`src/rtl/sum_accumulator.sv`:
```
// Batch accumulator: sums a programmable number of adder results ({cout,sum})
// and presents the total, with a sticky overflow flag, through a valid/ready output.
module sum_accumulator #(
    parameter int N     = 4,
    parameter int ACC_W = N + 5
) (
    input  logic             clk,
    input  logic             rst_n,
    input  logic             clr,
    input  logic [3:0]       len,
    input  logic             in_valid,
    output logic             in_ready,
    input  logic [N-1:0]     in_sum,
    input  logic             in_cout,
    output logic             out_valid,
    input  logic             out_ready,
    output logic [ACC_W-1:0] out_total,
    output logic             out_ovf,
    output logic             busy
);

    typedef enum logic [1:0] {IDLE, ACCUM, DONE} state_t;

    state_t           state_q;
    logic [ACC_W-1:0] acc_q;
    logic [4:0]       cnt_q;
    logic [4:0]       target_q;
    logic             ovf_q;

    logic [ACC_W:0]   beat_ext;
    logic [ACC_W:0]   sum_d;
    logic [4:0]       target_d;
    logic [4:0]       cnt_d;
    logic             beat;

    // One spare MSB on the adder so the carry out of the accumulator is the overflow
    assign beat_ext = (ACC_W + 1)'({in_cout, in_sum});
    assign sum_d    = {1'b0, acc_q} + beat_ext;
    assign target_d = (len == 4'd0) ? 5'd16 : {1'b0, len};
    assign cnt_d    = cnt_q + 5'd1;
    assign beat     = in_valid && in_ready;

    always_ff @(posedge clk or negedge rst_n) begin
        if (!rst_n) begin
            state_q  <= IDLE;
            acc_q    <= '0;
            cnt_q    <= '0;
            target_q <= '0;
            ovf_q    <= 1'b0;
        end else if (clr) begin
            state_q  <= IDLE;
            acc_q    <= '0;
            cnt_q    <= '0;
            target_q <= '0;
            ovf_q    <= 1'b0;
        end else begin
            case (state_q)
                IDLE: begin
                    if (beat) begin
                        target_q <= target_d;
                        acc_q    <= beat_ext[ACC_W-1:0];
                        ovf_q    <= 1'b0;
                        cnt_q    <= 5'd1;
                        state_q  <= (target_d == 5'd1) ? DONE : ACCUM;
                    end
                end
                ACCUM: begin
                    if (beat) begin
                        acc_q <= sum_d[ACC_W-1:0];
                        cnt_q <= cnt_d;
                        if (sum_d[ACC_W]) ovf_q <= 1'b1;
                        if (cnt_d == target_q) state_q <= DONE;
                    end
                end
                DONE: begin
                    if (out_ready) state_q <= IDLE;
                end
                default: state_q <= IDLE;
            endcase
        end
    end

    assign in_ready  = (state_q != DONE);
    assign out_valid = (state_q == DONE);
    assign out_total = out_valid ? acc_q : '0;
    assign out_ovf   = out_valid & ovf_q;
    assign busy      = (state_q != IDLE);

endmodule

```
`config.mk`:
```
export PLATFORM = sky130hd
export DESIGN_NAME = sum_accumulator
export DESIGN_NICKNAME = d
export VERILOG_FILES = /design/src/rtl/sum_accumulator.sv
export SDC_FILE = /design/constraint.sdc
export NUM_CORES = 1
export LEC_CHECK = 0
export ABC_AREA = 1
export CELL_PAD_IN_SITES_DETAIL_PLACEMENT = 1
export CELL_PAD_IN_SITES_GLOBAL_PLACEMENT = 2
export CORE_MARGIN = 5
export CORE_UTILIZATION = 30
export DETAILED_ROUTE_END_ITERATION = 10
export GPL_ROUTABILITY_DRIVEN = 0
export PLACE_DENSITY_LB_ADDON = 0.12
export SLEW_MARGIN = 40
export SYNTH_ARGS = -nofsm -noshare
export SYNTH_HDL_FRONTEND = slang
export SYNTH_SLANG_ARGS = --single-unit
```
`constraint.sdc`:
```
create_clock -name clk -period 2.2 [get_ports clk]
set_clock_uncertainty 0.05 [all_clocks]
set_input_delay 0.44 -clock clk [delete_from_list [all_inputs] [get_ports clk]]
set_output_delay 0.44 -clock clk [all_outputs]
set_load 0.02 [all_outputs]
```
==> results of run 1 <==
## cell type report
cell class,count,share of cell area (%)
multi-input combinational,142,41.06
sequential,22,28.19
timing repair buffer,34,15.89
inverter,38,7.559
tap,70,4.484
clock buffer,4,2.819
## stage by stage
step	worst slack, ns	cells	cell area [sq um]	util [%]
2_1_floorplan	0.2859	206	1539	-
3_3_place_gp	-0.09515	306	1908	37.84
3_5_place_dp	-0.1238	306	1908	37.84
4_1_cts	0.01401	310	1951	38.68
5_1_grt	0.009120	310	1953	38.73
6_report	0.1113	310	1953	38.73
## kinds of logic after synthesis
kind of cell,Yosys count,synth area share (%)
simple gates,99,30.24
compound gates,33,13.98
fa+ha+maj,7,6.179
xor+xnor,3,1.708
buf+inv,42,12.11
flops,22,35.77
## synthesized netlist by cell type (5+ instances only)
cell                       n
sky130_fd_sc_hd__nand2_1  40
sky130_fd_sc_hd__ha_1      6
sky130_fd_sc_hd__a21oi_1   5
sky130_fd_sc_hd__o22ai_1   8
sky130_fd_sc_hd__inv_1    34
sky130_fd_sc_hd__o21ai_0  11
sky130_fd_sc_hd__dfrtp_1  22
sky130_fd_sc_hd__nor2_1   26
sky130_fd_sc_hd__nand4_1   6
sky130_fd_sc_hd__nand3_1  16
## path summary, 6_finish.rpt
| path | startpoint | end | slack [ns] | cells after the start |
|---|---|---|---|---|
| min in group clk | target_q[1] | target_q[1] | 0.48 | 2 |
| max in group asynchronous | rst_n | target_q[4] | 1.38 | 2 |
| max | state_q[1] | out_valid | 0.11 | 4 |
| max reg2reg | acc_q[0] | acc_q[4] | 0.36 | 7 |
| min reg2reg | target_q[1] | target_q[1] | 0.48 | 2 |
| min | rst_n | acc_q[3] | 0.48 | 2 |
## timing repair
action	4_1_cts	5_1_grt
hold endpoints to repair	0	0
endpoints found under the setup margin	11	1
resized for setup	11	1
pin swaps	0	0
## power by group
group	total (uW)	internal, uW	switching, uW
combinational	716	280	436
sequential	520	469	51.1
clock	304	160	144
total	1540	909	631
## sequential cells by signal (all words and copies together), names as in the netlist
signal	cells
ovf_q	1
acc_q	9
cnt_q	5
state_q	2
target_q	5
## routing by layer
metal / vias to the layer above / routed length (um) / GRT usage [%]
met5: - / 0 / 0
met2: 17 / 1949 / 22.96
li1: 732 / - / -
met4: 0 / 20 / 3.488
met1: 694 / 2025 / 18.71
met3: 2 / 116 / 2.193
==> impl_results.md, run 1 <==
* Status: completed
* Detailed-route wire length per cell at 13.26 um
* Hold bufs inserted after CTS at 0
* Worst-margin pin slew at 0.3530 ns
* Initial antenna violation count at 0
* Layout Nets at 262
* Footprint of the flip-flops and latches at 550.5 sq um
* Maximum clock frequency at 0.4788 GHz
* Setup total negative slack at 0 ns
* Clock Latency Late Sink at 0.26 ns
* Standard cell with the maximum stage delay on the critical path: sky130_fd_sc_hd__clkdlybuf4s50_1
* Data arrival time of the critical path at 1.60 ns
* Syn Std Cell Area at 1539 sq um
* Delay of the slowest critical-path stage at 0.59 ns
* Number of standard cells after synthesis at 206
* Overall power at 1540 uW
* Antenna violation net count after detailed routing at 0
* Most common library cell in the layout ignoring fill and taps: sky130_fd_sc_hd__nand2_1
* Count of routing violations after the opening detailed-route iteration at 38
* Floorplan row count at 26
* CP bufs+invs at 3
* Nets in the synthesized netlist at 227
* Leakage Power at 0.0009765 uW
* Number of buffers between clock root and the deepest sink at 2
* Area enclosed by the die boundary at 6663 sq um
* Path type of the worst setup path: reg2out
* Overall die height at 81.63 um
* Max-cap violations at 0
* Post-CTS setup buffer count at 0
* Fillers at 643
* Pwr per Cell Area at 788.3 nW/um^2
* Yosys top cell by area: sky130_fd_sc_hd__dfrtp_1
* Commonest non-fill, non-tap cells in the layout: sky130_fd_sc_hd__nand2_1, sky130_fd_sc_hd__inv_1, sky130_fd_sc_hd__nor2_1
* Detailed-router iteration count before antenna repair at 4
* Number of H-tree branching levels at 1
* Proportion of netlist area held by the largest area contributor at 35.77%
* Seq/Total Area, Yosys at 35.77%
* Inserted Clock Buffers at 3
* Horizontal extent of the die at 81.63 um
* Yosys warning count at 0
* Port Buf Inserts at 26
* Startpoint class of the critical path: flip-flop
* Starting Density at 30.52%
* EDFF count, synth at 0
* CTS tree: yes
* Combined global-route utilization of all metal layers at 13.82%
* DRC violation count after routing at 0
* Slew Limit Fails at 0
* Mean post-synth cell area at 7.471 sq um
* Final worst path period need at 2.089 ns
* Req. time, crit path at 1.71 ns
* Final wirelength at 4.112 mm
* Share of post-route cells with drive strength above 1 at 13.75%
* Via count of the first global-routing pass at 1543
* Final cycle utilization of the critical path at 94.94%
* Vias per Instance at 4.661
* Setup repair after global routing missed its margin: no
* Worst max-slew margin expressed relative to the limit at 76.39%
* Final hold slack at 0.4799 ns
* Total setup violations reported at the end of the flow at 0
* Global-route wire length before repair at 7.210 mm
* Antenna diode count at 0
* CTS Root Cell: sky130_fd_sc_hd__clkbuf_8
* I/O Pins at 27
* Total congestion overflow at 0
* Vias at 1445
* Max FO, Critical Path at 3
* Peak supply drop at 0.3074 mV
* Sinks on Clock Net at 22
* Largest net degree at the start of global routing at 23
* Netlist cell types at 28
* Detailed placement HPWL at 3.205 mm
* CTS clk-pin slew, worst paths at 0.09 ns
* Worst path top cell family by delay: buffers and inverters
* Synth-to-Final Area Change at 26.91%
* CP Cell Sequence: inv_2 > nor2_1 > buf_4 > clkdlybuf4s50_1
* Top FF cell, synth: sky130_fd_sc_hd__dfrtp_1
* Final Hold Viols at 0
* Biggest area contributors in the synthesized netlist: sky130_fd_sc_hd__dfrtp_1, sky130_fd_sc_hd__nand2_1, sky130_fd_sc_hd__inv_1
* Endpoint kind of the worst setup timing path: primary output
* HP Class: in2async
* Area of combinational cells with multiple inputs at 802.0 sq um
* Share of synthesized registers carrying an async set or reset at 100.0%
* Floorplan Core Area at 5042 sq um
* Flop and latch count out of synthesis at 22
(Power assumes the default switching activity.)
==> inputs of run 2 (changes only) <==
--- a/config.mk
+++ b/config.mk
@@ -10,6 +10,7 @@
 export CELL_PAD_IN_SITES_GLOBAL_PLACEMENT = 2
 export CORE_MARGIN = 5
 export CORE_UTILIZATION = 30
+export CTS_CLUSTER_DIAMETER = 30
 export DETAILED_ROUTE_END_ITERATION = 10
 export GPL_ROUTABILITY_DRIVEN = 0
 export PLACE_DENSITY_LB_ADDON = 0.12
==> results of run 2 <==
The final DEF is identical to that of run 1; final timing and power are the same.
==> inputs of run 3 (changes only) <==
--- a/config.mk
+++ b/config.mk
@@ -9,7 +9,7 @@
 export CELL_PAD_IN_SITES_DETAIL_PLACEMENT = 1
 export CELL_PAD_IN_SITES_GLOBAL_PLACEMENT = 2
 export CORE_MARGIN = 5
-export CORE_UTILIZATION = 30
+export CORE_UTILIZATION = 32
 export CTS_CLUSTER_DIAMETER = 30
 export DETAILED_ROUTE_END_ITERATION = 10
 export GPL_ROUTABILITY_DRIVEN = 0
==> constraint.sdc (replaced) <==
create_clock -name clk -period 2.6 [get_ports clk]
set_clock_uncertainty 0.05 [all_clocks]
set_input_delay 0.52 -clock clk [delete_from_list [all_inputs] [get_ports clk]]
set_output_delay 0.52 -clock clk [all_outputs]
set_load 0.02 [all_outputs]
==> impl_results.md, run 3 (synthesis gave the netlist of run 1 again) <==
* Share of post-route cells with drive strength above 1 at 11.54%
* Vias at 1458
* Floorplan Core Area at 4692 sq um
* Final wirelength at 4.224 mm
* Sw power at 544.2 uW
* Depth of the worst register-to-register path at 7
* Path type of the worst setup path: reg2out
* Clk pwr share at 24.9%
* Cell occurring most often along the worst timing path: sky130_fd_sc_hd__nor2_1
* Total setup violations reported at the end of the flow at 0
* CP Cell Sequence: nor2_1 > inv_2 > nor2_1 > clkdlybuf4s50_1
* CTS clk-pin slew, worst paths at 0.10 ns
* Vias per Instance at 5.063
* Final Hold Viols at 0
* Worst max-slew margin expressed relative to the limit at 73.97%
* Flip-flop count of the largest register after layout at 9
* Number of buffers between clock root and the deepest sink at 2
* Startpoint class of the critical path: flip-flop
* Delay of the slowest critical-path stage at 0.62 ns
* Commonest non-fill, non-tap cells in the layout: sky130_fd_sc_hd__nand2_1, sky130_fd_sc_hd__inv_1, sky130_fd_sc_hd__nor2_1
* Count of routing violations after the opening detailed-route iteration at 49
* Detailed-route wire length per cell at 14.67 um
* Hold bufs inserted after CTS at 0
* Area enclosed by the die boundary at 6296 sq um
* Number of H-tree branching levels at 1
* Detailed placement HPWL at 3.301 mm
* Final cell count without fillers at 288
* Inserted Clock Buffers at 3
* Global-route wire length before repair at 7.203 mm
* Max-cap violations at 0
* Port Buf Inserts at 26
* Clock Latency Late Sink at 0.27 ns
* Maximum clock frequency at 0.4092 GHz
* Setup repair after global routing missed its margin: no
* Most common library cell in the layout ignoring fill and taps: sky130_fd_sc_hd__nand2_1
* Largest reg by FF count: acc_q
* Status: completed
* CTS Root Cell: sky130_fd_sc_hd__clkbuf_8
* HP Class: reg2reg
* Floorplan row count at 25
* Synth-to-Final Area Change at 24.55%
* Via count of the first global-routing pass at 1603
* Cell internal power dissipation at 813.2 uW
* Final cycle utilization of the critical path at 93.99%
* Layout Nets at 256
* Starting Density at 32.80%
* Worst-margin pin slew at 0.3892 ns
* Largest registers: acc_q (9), cnt_q (5), target_q (5)
* Sinks on Clock Net at 22
* Standard cell with the maximum stage delay on the critical path: sky130_fd_sc_hd__clkdlybuf4s50_1
* Total congestion overflow at 0
* Detailed-router iteration count before antenna repair at 4
* Share of power burned in combinational logic at 41.9%
* Slew Limit Fails at 0
* Fillers at 614
* CTS tree: yes
* Horizontal extent of the die at 79.35 um
* Data arrival time of the critical path at 1.87 ns
* Worst Hold Path Cells at 2
* Pwr per Cell Area at 708.1 nW/um^2
* Largest net degree at the start of global routing at 23
* Combined global-route utilization of all metal layers at 14.29%
* Setup total negative slack at 0 ns
* Leakage Power at 0.0009234 uW
* Antenna violation net count after detailed routing at 0
* Initial antenna violation count at 0
* Part of the total power dissipated in sequential elements at 33.2%
* Sw Ratio at 40.09%
* Count of placed standard cells including taps at 284
* Endpoint kind of the worst setup timing path: primary output
* DRC violation count after routing at 0
* I/O Pins at 27
* Peak supply drop at 0.3911 mV
* Final worst path period need at 2.444 ns
* Max FO, Critical Path at 12
* Overall die height at 79.35 um
* Antenna diode count at 0
* Req. time, crit path at 2.03 ns
[run 3: cell types whose count changed in the layout (fill, tap and decap cells not counted)]
cell,before,now
sky130_fd_sc_hd__bufinv_16,0,1
sky130_fd_sc_hd__clkdlybuf4s50_1,15,25
sky130_fd_sc_hd__dlygate4sd2_1,10,0
sky130_fd_sc_hd__clkbuf_8,4,3
sky130_fd_sc_hd__buf_4,8,2
[run 3: layout make-up]
type	count	area [sq um]	area share [%]
clock buffers	3	41.29	2.154
clock inverters	1	30.03	1.567
inverters	38	147.6	7.702
multi-input cells	142	802.0	41.84
flip-flops and latches	22	550.5	28.72
well taps	54	67.56	3.525
repair buffers	28	277.8	14.49
[run 3: power groups by stage]
stage / sequential (uW) / clock, uW / combinational (uW)
5_1_grt: 458 / 358 / 641
2_1_floorplan: 441 / 0 / 403
3_5_place_dp: 457 / 0 / 577
6_report: 450 / 338 / 569
4_1_cts: 450 / 348 / 579
3_3_place_gp: 452 / 0 / 560
[run 3: worst paths after layout]
| kind | endpoint | from | slack [ns] |
|---|---|---|---|
| worst max-delay path | out_total[8] | state_q[0] | 0.16 |
| worst min-delay path | target_q[1] | target_q[1] | 0.50 |
| worst max register to register | acc_q[4] | acc_q[0] | 0.76 |
| worst min register to register | target_q[1] | target_q[1] | 0.50 |
| max in group asynchronous | acc_q[2] | rst_n | 1.70 |
| min in group asynchronous | acc_q[0] | rst_n | 0.55 |
[run 3: per-layer routing]
metal	GRT usage, %	vias to the layer above	wire, um
met3	3.061	6	184
met5	0	-	0
met1	18.47	707	2014
met2	24.07	25	1986
met4	3.780	0	39
li1	-	720	-
[run 3: critical path, delay by kind of cell (launching register included)]
family	cells	cell delay, ns
buffers and inverters	2	0.78
flip-flops	1	0.45
AND/OR/NAND/NOR	2	0.36
[run 3: repair_timing]
| action | in CTS | in global routing |
|---|---|---|
| resized for setup | 0 | 2 |
| setup buffers | 0 | 0 |
| endpoints found under the setup margin | 0 | 11 |
[run 3: through the flow]
stage | setup WS [ns] | power, uW | area, sq um | hold WS (ns) | utilization [%]
CTS | 0.02188 | 1377 | 1914 | 0.4997 | 40.80
detailed placement | 0.1745 | 1034 | 1843 | 0.4769 | 39.28
finish | 0.1563 | 1357 | 1917 | 0.5019 | 40.85
floorplan | 0.6059 | 844.2 | 1539 | 0.1744 | -
global placement | 0.2089 | 1012 | 1843 | 0.4732 | 39.28
global route | 0.0004841 | 1458 | 1917 | 0.5138 | 40.85
